### config.mk
export PLATFORM = sky130hd
export DESIGN_NAME = output_drain_ctrl_flat
export DESIGN_NICKNAME = d
export VERILOG_FILES = /design/src/rtl/output_drain_ctrl_if.sv /design/src/rtl/output_drain_ctrl.sv /design/src/flat_wrapper.sv
export SDC_FILE = /design/constraint.sdc
export NUM_CORES = 1
export LEC_CHECK = 0
export CAP_MARGIN = 20
export CORE_MARGIN = 1.5
export CORE_UTILIZATION = 51
export CTS_BUF_LIST = sky130_fd_sc_hd__clkbuf_2
export DETAILED_ROUTE_END_ITERATION = 12
export GPL_ROUTABILITY_DRIVEN = 0
export PLACE_DENSITY = 0.89
export REMOVE_ABC_BUFFERS = 1
export SKIP_LAST_GASP = 1
export SYNTH_ARGS = -nofsm -noshare
export SYNTH_HDL_FRONTEND = slang
export SYNTH_SLANG_ARGS = --single-unit
export TNS_END_PERCENT = 1
### constraint.sdc
create_clock -name clk_i -period 2.6 [get_ports clk_i]
set_clock_uncertainty 0.2 [all_clocks]
set_input_delay 0.52 -clock clk_i [delete_from_list [all_inputs] [get_ports clk_i]]
set_output_delay 0.52 -clock clk_i [all_outputs]
set_load 0.01 [all_outputs]
### src/rtl/output_drain_ctrl_if.sv
// Handshake and BRAM-side signals between the output drain controller and its
// driver: job control, array result handshake, output-block mux control, BRAM port A.
interface output_drain_ctrl_if #(
   parameter int SEL_WIDTH_MUX_OUT_1 = 2,
   parameter int SEL_WIDTH_MUX_OUT_2 = 2,
   parameter int BRAM_ADDR_WIDTH     = 11,
   parameter int COUNTER_ROUND_WIDTH = 3
);
   logic                           start_i;
   logic [BRAM_ADDR_WIDTH-1:0]     n_pixels_i;
   logic [COUNTER_ROUND_WIDTH-1:0] n_rounds_i;
   logic                           result_valid_i;
   logic                           ready_o;
   logic                           mux_out_reg_wr_en_o;
   logic                           sel_mux_out_ld_o;
   logic [SEL_WIDTH_MUX_OUT_1-1:0] sel_mux_out_1_o;
   logic [SEL_WIDTH_MUX_OUT_2-1:0] sel_mux_out_2_o;
   logic                           bram_wr_en_a_o;
   logic [BRAM_ADDR_WIDTH-1:0]     bram_addr_write_read_o;
   logic                           busy_o;
   logic                           done_o;
   logic                           overrun_o;
   logic                           addr_wrap_o;

   modport master (
      output start_i, n_pixels_i, n_rounds_i, result_valid_i,
      input  ready_o, mux_out_reg_wr_en_o, sel_mux_out_ld_o, sel_mux_out_1_o,
             sel_mux_out_2_o, bram_wr_en_a_o, bram_addr_write_read_o, busy_o,
             done_o, overrun_o, addr_wrap_o
   );

   modport slave (
      input  start_i, n_pixels_i, n_rounds_i, result_valid_i,
      output ready_o, mux_out_reg_wr_en_o, sel_mux_out_ld_o, sel_mux_out_1_o,
             sel_mux_out_2_o, bram_wr_en_a_o, bram_addr_write_read_o, busy_o,
             done_o, overrun_o, addr_wrap_o
   );
endinterface

### src/rtl/output_drain_ctrl.sv
// Sequences one systolic-array result vector per pixel: capture, drain column by
// column through the two-level output mux, then write one BRAM word.
module output_drain_ctrl #(
   parameter int N_COLS_ARRAY        = 16,
   parameter int NUMBER_MUX_OUT_1    = 4,
   parameter int SEL_WIDTH_MUX_OUT_1 = 2,
   parameter int SEL_WIDTH_MUX_OUT_2 = 2,
   parameter int BRAM_ADDR_WIDTH     = 11,
   parameter int COUNTER_ROUND_WIDTH = 3
) (
   input logic                clk_i,
   input logic                general_rst_i,
   output_drain_ctrl_if.slave bus
);
   localparam int NUMBER_INPUT_MUX_OUT_1 = (N_COLS_ARRAY + NUMBER_MUX_OUT_1 - 1) / NUMBER_MUX_OUT_1;
   localparam int COL_W = (N_COLS_ARRAY > 1) ? $clog2(N_COLS_ARRAY) : 1;
   localparam logic [COL_W-1:0] COL_LAST = COL_W'(N_COLS_ARRAY - 1);

   typedef enum logic [2:0] {IDLE, WAIT_RES, CAPTURE, DRAIN, WRITE, DONE} state_t;

   state_t                         state_reg, state_next;
   logic [BRAM_ADDR_WIDTH-1:0]     n_pixels_reg, n_pixels_next;
   logic [BRAM_ADDR_WIDTH-1:0]     pixel_cnt_reg, pixel_cnt_next;
   logic [BRAM_ADDR_WIDTH-1:0]     addr_ptr_reg, addr_ptr_next;
   logic [COUNTER_ROUND_WIDTH-1:0] n_rounds_reg, n_rounds_next;
   logic [COUNTER_ROUND_WIDTH-1:0] round_cnt_reg, round_cnt_next;
   logic [COL_W-1:0]               col_cnt_reg, col_cnt_next;
   logic                           overrun_reg, overrun_next;
   logic                           addr_wrap_reg, addr_wrap_next;

   logic                           ready_reg, ready_next;
   logic                           wr_en_reg, wr_en_next;
   logic                           ld_reg, ld_next;
   logic [SEL_WIDTH_MUX_OUT_1-1:0] sel_1_reg, sel_1_next;
   logic [SEL_WIDTH_MUX_OUT_2-1:0] sel_2_reg, sel_2_next;
   logic                           bram_we_reg, bram_we_next;
   logic [BRAM_ADDR_WIDTH-1:0]     addr_out_reg, addr_out_next;
   logic                           busy_reg, busy_next;
   logic                           done_reg, done_next;

   always_ff @(posedge clk_i) begin
      if (general_rst_i) begin
         state_reg     <= IDLE;
         n_pixels_reg  <= '0;
         pixel_cnt_reg <= '0;
         addr_ptr_reg  <= '0;
         n_rounds_reg  <= '0;
         round_cnt_reg <= '0;
         col_cnt_reg   <= '0;
         overrun_reg   <= 1'b0;
         addr_wrap_reg <= 1'b0;
         ready_reg     <= 1'b0;
         wr_en_reg     <= 1'b0;
         ld_reg        <= 1'b0;
         sel_1_reg     <= '0;
         sel_2_reg     <= '0;
         bram_we_reg   <= 1'b0;
         addr_out_reg  <= '0;
         busy_reg      <= 1'b0;
         done_reg      <= 1'b0;
      end else begin
         state_reg     <= state_next;
         n_pixels_reg  <= n_pixels_next;
         pixel_cnt_reg <= pixel_cnt_next;
         addr_ptr_reg  <= addr_ptr_next;
         n_rounds_reg  <= n_rounds_next;
         round_cnt_reg <= round_cnt_next;
         col_cnt_reg   <= col_cnt_next;
         overrun_reg   <= overrun_next;
         addr_wrap_reg <= addr_wrap_next;
         ready_reg     <= ready_next;
         wr_en_reg     <= wr_en_next;
         ld_reg        <= ld_next;
         sel_1_reg     <= sel_1_next;
         sel_2_reg     <= sel_2_next;
         bram_we_reg   <= bram_we_next;
         addr_out_reg  <= addr_out_next;
         busy_reg      <= busy_next;
         done_reg      <= done_next;
      end
   end

   always_comb begin
      state_next     = state_reg;
      n_pixels_next  = n_pixels_reg;
      pixel_cnt_next = pixel_cnt_reg;
      addr_ptr_next  = addr_ptr_reg;
      n_rounds_next  = n_rounds_reg;
      round_cnt_next = round_cnt_reg;
      col_cnt_next   = col_cnt_reg;
      overrun_next   = overrun_reg;
      addr_wrap_next = addr_wrap_reg;

      case (state_reg)
         IDLE: begin
            if (bus.start_i) begin
               n_pixels_next  = bus.n_pixels_i;
               n_rounds_next  = bus.n_rounds_i;
               pixel_cnt_next = '0;
               round_cnt_next = '0;
               col_cnt_next   = '0;
               addr_ptr_next  = '0;
               overrun_next   = 1'b0;
               addr_wrap_next = 1'b0;
               state_next = (bus.n_pixels_i == '0 || bus.n_rounds_i == '0) ? DONE : WAIT_RES;
            end
         end
         WAIT_RES: if (bus.result_valid_i) state_next = CAPTURE;
         CAPTURE: begin
            col_cnt_next = '0;
            state_next   = DRAIN;
         end
         DRAIN: begin
            if (col_cnt_reg == COL_LAST) begin
               col_cnt_next = '0;
               state_next   = WRITE;
            end else begin
               col_cnt_next = col_cnt_reg + COL_W'(1);
            end
         end
         WRITE: begin
            addr_ptr_next = addr_ptr_reg + BRAM_ADDR_WIDTH'(1);
            if (&addr_ptr_reg) addr_wrap_next = 1'b1;
            if (pixel_cnt_reg != n_pixels_reg - BRAM_ADDR_WIDTH'(1)) begin
               pixel_cnt_next = pixel_cnt_reg + BRAM_ADDR_WIDTH'(1);
               state_next     = WAIT_RES;
            end else if (round_cnt_reg != n_rounds_reg - COUNTER_ROUND_WIDTH'(1)) begin
               round_cnt_next = round_cnt_reg + COUNTER_ROUND_WIDTH'(1);
               pixel_cnt_next = '0;
               state_next     = WAIT_RES;
            end else begin
               state_next = DONE;
            end
         end
         DONE:    state_next = IDLE;
         default: state_next = IDLE;
      endcase

      // A result arriving while the previous vector is still being drained is lost.
      if (bus.result_valid_i && (state_reg inside {CAPTURE, DRAIN, WRITE}))
         overrun_next = 1'b1;

      // Outputs are decoded from the next state so the registered copies line up with the state.
      ready_next    = (state_next == WAIT_RES);
      wr_en_next    = (state_next == CAPTURE);
      ld_next       = (state_next == DRAIN);
      bram_we_next  = (state_next == WRITE);
      busy_next     = (state_next != IDLE);
      done_next     = (state_next == DONE);
      addr_out_next = addr_ptr_next;
      sel_1_next    = '0;
      sel_2_next    = '0;
      if (state_next == DRAIN) begin
         sel_1_next = SEL_WIDTH_MUX_OUT_1'(int'(col_cnt_next) % NUMBER_INPUT_MUX_OUT_1);
         sel_2_next = SEL_WIDTH_MUX_OUT_2'(int'(col_cnt_next) / NUMBER_INPUT_MUX_OUT_1);
      end
   end

   assign bus.ready_o                = ready_reg;
   assign bus.mux_out_reg_wr_en_o    = wr_en_reg;
   assign bus.sel_mux_out_ld_o       = ld_reg;
   assign bus.sel_mux_out_1_o        = sel_1_reg;
   assign bus.sel_mux_out_2_o        = sel_2_reg;
   assign bus.bram_wr_en_a_o         = bram_we_reg;
   assign bus.bram_addr_write_read_o = addr_out_reg;
   assign bus.busy_o                 = busy_reg;
   assign bus.done_o                 = done_reg;
   assign bus.overrun_o              = overrun_reg;
   assign bus.addr_wrap_o            = addr_wrap_reg;
endmodule
### src/flat_wrapper.sv
// flat-port wrapper written by rule: the top's interface ports become plain ports
module output_drain_ctrl_flat 
#(
   parameter int N_COLS_ARRAY        = 16,
   parameter int NUMBER_MUX_OUT_1    = 4,
   parameter int SEL_WIDTH_MUX_OUT_1 = 2,
   parameter int SEL_WIDTH_MUX_OUT_2 = 2,
   parameter int BRAM_ADDR_WIDTH     = 11,
   parameter int COUNTER_ROUND_WIDTH = 3
)
  (clk_i, general_rst_i, bus_start_i, bus_n_pixels_i, bus_n_rounds_i, bus_result_valid_i, bus_ready_o, bus_mux_out_reg_wr_en_o, bus_sel_mux_out_ld_o, bus_sel_mux_out_1_o, bus_sel_mux_out_2_o, bus_bram_wr_en_a_o, bus_bram_addr_write_read_o, bus_busy_o, bus_done_o, bus_overrun_o, bus_addr_wrap_o);
  output_drain_ctrl_if #(.SEL_WIDTH_MUX_OUT_1(SEL_WIDTH_MUX_OUT_1), .SEL_WIDTH_MUX_OUT_2(SEL_WIDTH_MUX_OUT_2), .BRAM_ADDR_WIDTH(BRAM_ADDR_WIDTH), .COUNTER_ROUND_WIDTH(COUNTER_ROUND_WIDTH)) bus_i ();
  input logic clk_i;
  input logic general_rst_i;
  input wire logic [$bits(bus_i.start_i)-1:0] bus_start_i;
  input wire logic [$bits(bus_i.n_pixels_i)-1:0] bus_n_pixels_i;
  input wire logic [$bits(bus_i.n_rounds_i)-1:0] bus_n_rounds_i;
  input wire logic [$bits(bus_i.result_valid_i)-1:0] bus_result_valid_i;
  output wire logic [$bits(bus_i.ready_o)-1:0] bus_ready_o;
  output wire logic [$bits(bus_i.mux_out_reg_wr_en_o)-1:0] bus_mux_out_reg_wr_en_o;
  output wire logic [$bits(bus_i.sel_mux_out_ld_o)-1:0] bus_sel_mux_out_ld_o;
  output wire logic [$bits(bus_i.sel_mux_out_1_o)-1:0] bus_sel_mux_out_1_o;
  output wire logic [$bits(bus_i.sel_mux_out_2_o)-1:0] bus_sel_mux_out_2_o;
  output wire logic [$bits(bus_i.bram_wr_en_a_o)-1:0] bus_bram_wr_en_a_o;
  output wire logic [$bits(bus_i.bram_addr_write_read_o)-1:0] bus_bram_addr_write_read_o;
  output wire logic [$bits(bus_i.busy_o)-1:0] bus_busy_o;
  output wire logic [$bits(bus_i.done_o)-1:0] bus_done_o;
  output wire logic [$bits(bus_i.overrun_o)-1:0] bus_overrun_o;
  output wire logic [$bits(bus_i.addr_wrap_o)-1:0] bus_addr_wrap_o;
  assign bus_i.start_i = bus_start_i;
  assign bus_i.n_pixels_i = bus_n_pixels_i;
  assign bus_i.n_rounds_i = bus_n_rounds_i;
  assign bus_i.result_valid_i = bus_result_valid_i;
  assign bus_ready_o = bus_i.ready_o;
  assign bus_mux_out_reg_wr_en_o = bus_i.mux_out_reg_wr_en_o;
  assign bus_sel_mux_out_ld_o = bus_i.sel_mux_out_ld_o;
  assign bus_sel_mux_out_1_o = bus_i.sel_mux_out_1_o;
  assign bus_sel_mux_out_2_o = bus_i.sel_mux_out_2_o;
  assign bus_bram_wr_en_a_o = bus_i.bram_wr_en_a_o;
  assign bus_bram_addr_write_read_o = bus_i.bram_addr_write_read_o;
  assign bus_busy_o = bus_i.busy_o;
  assign bus_done_o = bus_i.done_o;
  assign bus_overrun_o = bus_i.overrun_o;
  assign bus_addr_wrap_o = bus_i.addr_wrap_o;
  output_drain_ctrl #(.N_COLS_ARRAY(N_COLS_ARRAY), .NUMBER_MUX_OUT_1(NUMBER_MUX_OUT_1), .SEL_WIDTH_MUX_OUT_1(SEL_WIDTH_MUX_OUT_1), .SEL_WIDTH_MUX_OUT_2(SEL_WIDTH_MUX_OUT_2), .BRAM_ADDR_WIDTH(BRAM_ADDR_WIDTH), .COUNTER_ROUND_WIDTH(COUNTER_ROUND_WIDTH)) u_core (.clk_i(clk_i), .general_rst_i(general_rst_i), .bus(bus_i));
endmodule
After elaboration in Yosys (flattened, before gate mapping)
Index checks and enable logic that the tools add are counted.

Output and inout bits: 23. Bits of input ports: 18. Register bits: 58.

Eq/ne operators: 17. Multiplexer cells: 24. Reduce and logical (&&, ||, !) cells: 18. Bitwise logic cells: 1. Add/subtract/negate cells: 6.

Operators by type and width (count): 11-bit case mux with 2 select lines (2); 11-bit two-way mux (3); 3-bit two-way mux (9); 11-bit by 1-bit adder with 11-bit output (second input constant) (2); 3-bit case mux with 5 select lines (1); 3-bit by 2-bit == test with 1-bit output (second input constant) (4); 4-bit case mux with 3 select lines (1); 11-bit zero test (1); 11-bit != test (1); 11-bit AND reduction (1); 11-bit by 1-bit subtractor with 11-bit output (second input constant) (1); 3-bit == test (second input constant) (3); 4-bit two-way mux (2); 3-bit by 1-bit == test with 1-bit output (second input constant) (2); 3-bit zero test (2); 3-bit case mux with 2 select lines (1); 2-bit AND reduction (3); 3-bit AND reduction (2); 2-bit nonzero test (3); 3-bit nonzero test (2); 4-bit by 1-bit adder with 4-bit output (second input constant) (1); 4-bit == test (second input constant) (1); 1-bit two-way mux (4); 2-bit by 1-bit != test with 1-bit output (second input constant) (2); 11 further kinds (12).

Longest topological paths before layout
Gate-level depths: netlist of run 1.

Depth after elaboration: 8. Gate-level depth with buffers: 12.

Least setup slack after synthesis of run 1
OpenSTA, ideal clock, no wires.

Kind: register -> register. From: reg u_core.n_pixels_reg[3]. To: reg u_core.round_cnt_reg[1]. Path slack: -54 ps. Arrival time: 2338 ps. Library setup time: 116 ps. Period minus slack after synthesis: 2654 ps. Stages on the path, launching flop included: 12. Path through: dfxtp_1 > buf_6 > or4_4 > o21ai_2 > and3b_1 > a2111oi_4 > and4_1 > buf_2 > buf_4 > o31ai_1 > buf_2 > o21ai_1.

Cells in the longest elaborated chain, start to end: 4.

Ends and longest elaborated chain: start, declared (RTL line output_drain_ctrl.sv:22) `logic [BRAM_ADDR_WIDTH-1:0] n_pixels_reg, n_pixels_next;`; start signal, assigned (RTL line output_drain_ctrl.sv:63) `n_pixels_reg <= n_pixels_next;`; 11-bit by 1-bit subtractor with 11-bit output (RTL line output_drain_ctrl.sv:124) `if (pixel_cnt_reg != n_pixels_reg - BRAM_ADDR_WIDTH'(1)) begin`; 11-bit != test (RTL line output_drain_ctrl.sv:124); 2-bit != test (no source line); 4-bit AND reduction (no source line); end signal, assigned (RTL line output_drain_ctrl.sv:67) `round_cnt_reg <= round_cnt_next;`; end, declared (RTL line output_drain_ctrl.sv:26) `logic [COUNTER_ROUND_WIDTH-1:0] round_cnt_reg, round_cnt_next;`.

No other way between the ends. A chain may end at the register's enable or synchronous reset.

Worst setup path in the final report of run 1
From: reg u_core.n_pixels_reg[3]. To: reg u_core.round_cnt_reg[2].

The elaborated chain is that of the path after synthesis.

==> results of run 1 <==
## cell usage in the layout, fill, tap and decap left out, types with 10 or more instances in the layout
| cell | instances |
|---|---|
| a21oi_1 | 37 |
| buf_4 | 38 |
| clkbuf_2 | 10 |
| clkdlybuf4s50_1 | 40 |
| dfxtp_1 | 53 |
| inv_1 | 15 |
| nand2_1 | 44 |
| nand3_1 | 17 |
| nor2_1 | 32 |
| o21ai_0 | 14 |
| or3_1 | 11 |
## area by class of cell
cell class	count	area share, %
Timing Repair Buffer	80	18.5
Clock inverter	6	2.09
Inverter	15	1.45
Clock buffer	10	1.29
Sequential cell	58	30.1
Tap cell	72	2.32
Multi-Input combinational cell	273	44.2
## kinds of logic after synthesis
group	synth area share, %
and+or+nand+nor	28.5
adders and majority gates	2.57
DFF	39.8
buffers and inverters	4.93
muxes	0.686
AOI/OAI and AO/OA	20.2
xor gates and xnor gates	3.30
## what timing repair did
action / 4_1_cts / 5_1_grt
pin swaps: 6 / 8
gates cloned: 0 / 0
resized for setup: 12 / 17
hold endpoints to repair: 0 / 0
setup endpoints to repair: 16 / 19
buffers inserted: 4 / 3
## through the flow
stage	worst slack (ns)	area, µm²	utilization [%]	hold WS [ns]
2_1_floorplan	-0.346	2830	-	0.230
5_1_grt	-0.303	3890	70.6	0.315
3_3_place_gp	-0.105	3580	64.9	0.246
4_1_cts	-0.115	3770	68.5	0.277
6_report	-0.169	3890	70.6	0.272
3_5_place_dp	-0.257	3580	64.9	0.258
## routing by layer
metal / part of all wire (%) / vias up
met1: 39 / 1463
li1: - / 1462
met4: 3.1 / 0
met5: 0 / -
met2: 51 / 117
met3: 6.4 / 30
## power by group
part | switching (W) | internal, W
Clock | 0.000343 | 0.000317
Combinational | 0.000212 | 0.000195
Sequential | 0.0000300 | 0.000919
## final timing paths
check                                      start                              endpoint  slack (ns)
max          u_core.n_pixels_reg[3]$_SDFFE_PP0P_  u_core.round_cnt_reg[2]$_SDFFE_PP0P_       -0.17
min          u_core.n_rounds_reg[1]$_SDFFE_PP0P_   u_core.n_rounds_reg[1]$_SDFFE_PP0P_        0.27
max reg2reg  u_core.n_pixels_reg[3]$_SDFFE_PP0P_  u_core.round_cnt_reg[2]$_SDFFE_PP0P_       -0.17
min reg2reg  u_core.n_rounds_reg[1]$_SDFFE_PP0P_   u_core.n_rounds_reg[1]$_SDFFE_PP0P_        0.27
## worst max-delay path, delay by kind of cell, from the launching register on
family,cells,cell delay [ns]
and+or+nand+nor,4,1.41
AOI/OAI and AO/OA,3,0.54
DFF,1,0.40
buffers and inverters,1,0.19
==> metrics.cfg, run 1 <==
[global_route]
grt_pass1_vias = 2936
met3_usage_pct = 6.40
grt_use_total_pct = 27.4
antenna_found_initial = 0
use_met2_pct = 49.6
use_met1_pct = 30.3
grt_pass1_wl_mm = 13.4
overflow = 0
grt_max_degree = 27
busiest_layer = met2

[sta]
slew_violations = 0
slew_headroom_pct = 70.3
hold_violations = 0
fin_crit_sh_pct = 107
setup_tns_ns = -1.40
layout_min_cycle_time_ns = 2.77
tightest_slew_ns = 0.441
rsz0062_at_grt = true
setup_slack_ns = -0.169
fmax_ghz = 0.361
finalSetupViolCount = 15

[routing]
viasPerCell = 5.98
post-route-drc-count = 0
ant_nets = 0
routed_wirelength_mm = 8.04
vias = 3072
dr.pass1.iters = 5
wire_per_inst_um = 15.6
drt_iter0_drc = 222

[run_status]
violations = setup timing
outcome = complete, but fails checks

[clock_tree]
cts-buffers-inserted = 9
clk-insertion-delay-late_ns = 0.50
clk_path_buf_depth = 2
clockRootBuffer = clkbuf_2
clk_pin_slew_ns = 0.18
cts_sinks = 58
h-tree-depth = 3
hold_buffers = 0
cts_tree = done

[layout]
fin_cells = 514
area_delta_synth_final_pct = 33.2
fillers = 417
fin_nets = 461
antenna_cells = 0
drive_above_1_share_pct = 18.3
seqCellArea_mm2 = 0.00117
multiInputGateArea_mm2 = 0.00172

[power_and_ir_drop]
finalPower_w = 0.00202
ir_worst_vdd_v = 0.000351
power.density_mw_per_mm2 = 519
p_leak_nw = 1.44

[min_path]
whs_path_depth = 2
hold_class = flip-flop to flip-flop

[place]
place_inst = 492
numPortBuffers = 40
dp_hpwl_mm = 5.43

[logic_synthesis]
synth_commonest_cells = 58 x dfxtp_1, 44 x nand2_1, 38 x a21oi_1
synth_seq_cells = 58
synth_top_area_share_pct = 39.8
synth.most_common_cell = dfxtp_1
synth.avg_cell_area_um2 = 7.99
yosys_warnings = 0
async_flop_share_pct = 0
postSynthCellCount = 365
yosys-top-cells-area = dfxtp_1 40%, a21oi_1 6.5%, nand2_1 5.7%
synthFlopType = dfxtp_1
yosysUniqueCellTypes = 56
synth-edff-count = 0
seq_area_frac_synth_pct = 39.8
synth_top_cell_by_area = dfxtp_1
synth_area_mm2 = 0.00292

[floorplanning]
rows = 27
dieArea_mm2 = 0.00618
die_w_um = 78.6
die_h_um = 78.6
ios = 41
start_util_pct = 53.0
core_mm2 = 0.00551

[setup_path]
cp_slowest_cell = or4_4
worst_ep_required_time_ns = 2.84
path_cells = or4_4 -> nor3_4 -> and3b_2 -> a2111oi_4 -> buf_4 -> a31oi_4 -> or4_4 -> a211oi_2
cpMostUsedCell = or4_4
cp.arrival_ns = 3.01
crit_type = flip-flop to flip-flop
ff2ff_path_depth = 8
critPathCaptureType = flip-flop
start_kind = flip-flop
crit_fanout = 4
critical_path.max_stage_delay_ns = 0.58

[run]
cap_violations = 0

Power figures use the tool's default switching activity.
==> run 2: changes to the inputs <==
Settings changed: CTS_CLUSTER_SIZE from default to 30.
==> results of run 2 <==
The final DEF is identical to that of run 1; final timing and power are the same.
==> run 3: changes to the inputs <==
Settings changed: GPL_TIMING_DRIVEN from default to 0, SETUP_SLACK_MARGIN from default to 0.2.
==> run 3 against run 2 <==
  * Clock-buffer cell count fell by 1
  * Critical endpoint is now u_core.pixel_cnt_reg[6]$_SDFFE_PP0P_
  * Largest cell class unchanged
  * Combinational power down 12%
  * The run still ends with setup timing left
  * Sequential power about the same
  * Worst hold slack better by 0.013 ns
  * Register-to-register slack worse by 0.099 ns
  * Cell count down 4.5%
  * Largest power group unchanged
  * Global-route usage decreased by 3.9 points
==> metrics.cfg, run 3 (synthesis gave the netlist of run 1 again) <==
[sta]
setup_tns_ns = -3.06  ; -1.66 ns
setup_slack_ns = -0.269  ; -0.0994 ns
rsz0062_at_grt = true
tightest_slew_ns = 0.732  ; +0.290 ns
fin_crit_sh_pct = 110  ; +3.8 points
finalSetupViolCount = 18  ; +3
layout_min_cycle_time_ns = 2.87  ; +0.0994 ns
slew_violations = 0  ; unchanged
slew_headroom_pct = 51.1  ; -19 points
hold_violations = 0  ; unchanged
fmax_ghz = 0.349  ; -3.5%

[global_route]
grt_pass1_wl_mm = 11.5  ; -14%
antenna_found_initial = 0  ; unchanged
grt_max_degree = 20  ; -26%
overflow = 0  ; unchanged
grt_use_total_pct = 23.6  ; -3.9 points
grt_pass1_vias = 2577  ; -12%

[floorplanning]
die_w_um = 78.6  ; unchanged
ios = 41  ; unchanged
rows = 27  ; unchanged
dieArea_mm2 = 0.00618  ; unchanged
die_h_um = 78.6  ; unchanged
start_util_pct = 53.0  ; unchanged
core_mm2 = 0.00551  ; unchanged

[layout]
antenna_cells = 0  ; unchanged
drive_above_1_share_pct = 15.5  ; -2.8 points
area_delta_synth_final_pct = 27.5
fillers = 434  ; +4.1%
fin_nets = 439  ; -4.8%
final_cell_mix = 52 x dfxtp_1, 44 x nand2_1, 40 x clkdlybuf4s50_1
fin_cells = 491  ; -4.5%
multiInputGateArea_mm2 = 0.00178  ; +3.3%
seqCellArea_mm2 = 0.00118  ; +0.75%
final_common_cell = dfxtp_1

[clock_tree]
clk_pin_slew_ns = 0.18  ; about the same
cts_sinks = 58  ; unchanged
hold_buffers = 0  ; unchanged
clk-insertion-delay-late_ns = 0.50  ; about the same
cts-buffers-inserted = 9  ; unchanged
clockRootBuffer = clkbuf_2
clk_path_buf_depth = 2  ; unchanged
h-tree-depth = 3  ; unchanged
cts_tree = done

[routing]
wire_per_inst_um = 15.4  ; -1.6%
vias = 2933  ; -4.5%
drt_iter0_drc = 216  ; -2.7%
viasPerCell = 5.97  ; about the same
post-route-drc-count = 0  ; unchanged
dr.pass1.iters = 5  ; unchanged
ant_nets = 0  ; unchanged
routed_wirelength_mm = 7.56  ; -6.0%

[place]
place_inst = 460  ; -6.5%
numPortBuffers = 40  ; unchanged
dp_hpwl_mm = 4.77  ; -12%
place_ws_ns = -0.901  ; -0.644 ns

[run_status]
violations = setup timing
outcome = complete, but fails checks

[min_path]
hold_class = flip-flop to flip-flop
whs_path_depth = 2  ; unchanged

[setup_path]
path_buf_inv = 3  ; +2
cp_slowest_cell = or4_4
crit_family = simple AND/OR/NAND/NOR gates
path_cells = or4_4 -> buf_4 -> o21ai_2 -> and3b_2 -> a2111oi_4 -> buf_4 -> buf_4 -> and4_4 -> or4_1 -> a21oi_1
crit_fanout = 7  ; +3
crit_type = flip-flop to flip-flop
path_depth = 10  ; +2
critical_path.max_stage_delay_ns = 0.53  ; -0.05 ns
cp.arrival_ns = 3.10  ; +0.09 ns
critPathCaptureType = flip-flop
ff2ff_path_depth = 10  ; +2
worst_ep_required_time_ns = 2.83  ; about the same
start_kind = flip-flop
cpMostUsedCell = buf_4

[power_and_ir_drop]
p_leak_nw = 1.30  ; -9.5%
finalPower_w = 0.00173  ; -14%
ir_worst_vdd_v = 0.000382  ; +8.8%
power.density_mw_per_mm2 = 464  ; -11%

[run]
cap_violations = 0  ; unchanged

run 3: cell count changes in the layout (fill, tap and decap cells not counted), sizes merged:
| cell | previous run | this run |
|---|---|---|
| buf | 40 | 16 |
| bufinv | 2 | 0 |
| clkbuf | 10 | 9 |
| clkinv | 4 | 6 |
| and4 | 1 | 3 |
run 3: path summary, 6_finish.rpt:
check,start,endpoint,slack (ns)
worst max-delay path,u_core.n_pixels_reg[4]$_SDFFE_PP0P_,u_core.pixel_cnt_reg[6]$_SDFFE_PP0P_,-0.27
worst min-delay path,u_core.n_rounds_reg[1]$_SDFFE_PP0P_,u_core.n_rounds_reg[1]$_SDFFE_PP0P_,0.29
worst max register to register,u_core.n_pixels_reg[4]$_SDFFE_PP0P_,u_core.pixel_cnt_reg[6]$_SDFFE_PP0P_,-0.27
worst min register to register,u_core.n_rounds_reg[1]$_SDFFE_PP0P_,u_core.n_rounds_reg[1]$_SDFFE_PP0P_,0.29
run 3: power by group:
group | internal, W | total (W) | switching (W)
clock network | 0.000105 | 0.000421 | 0.000315
logic | 0.000158 | 0.000357 | 0.000199
registers | 0.000917 | 0.000948 | 0.0000311
run 3: timing repair:
item,CTS,global route
resized for setup,20,23
cloned,1,1
endpoints found under the setup margin,19,19
setup buffers,6,7
pin swaps,9,9
run 3: stage by stage:
stage               hold WS [ns]  cell area (µm²)  utilization (%)
detailed placement         0.264             3340             60.7
global route               0.319             3720             67.6
global placement           0.246             3320             60.3
CTS                        0.282             3540             64.3
floorplan                  0.230             2830                -
finish                     0.286             3720             67.6
run 3: worst min-delay path, stage by stage (launching register included):
cell and delay (ns):
dfxtp_1 0.34, nand2_1 0.06, a21oi_1 0.06
run 3: layer usage:
layer	wire, µm	global-route usage [%]	vias up
li1	-	-	1422
met1	3090	28.4	1379
met2	3800	39.1	110
met3	475	5.00	22
met4	189	12.7	0
met5	0	0	-
run 3: final cells by class:
cell class	instances	area share, %
well taps	72	2.42
clock buffers	9	1.21
repair buffers	56	14.7
multi-input cells	275	47.8
flip-flops and latches	58	31.7
inverters	15	1.51
clock inverters	6	0.673
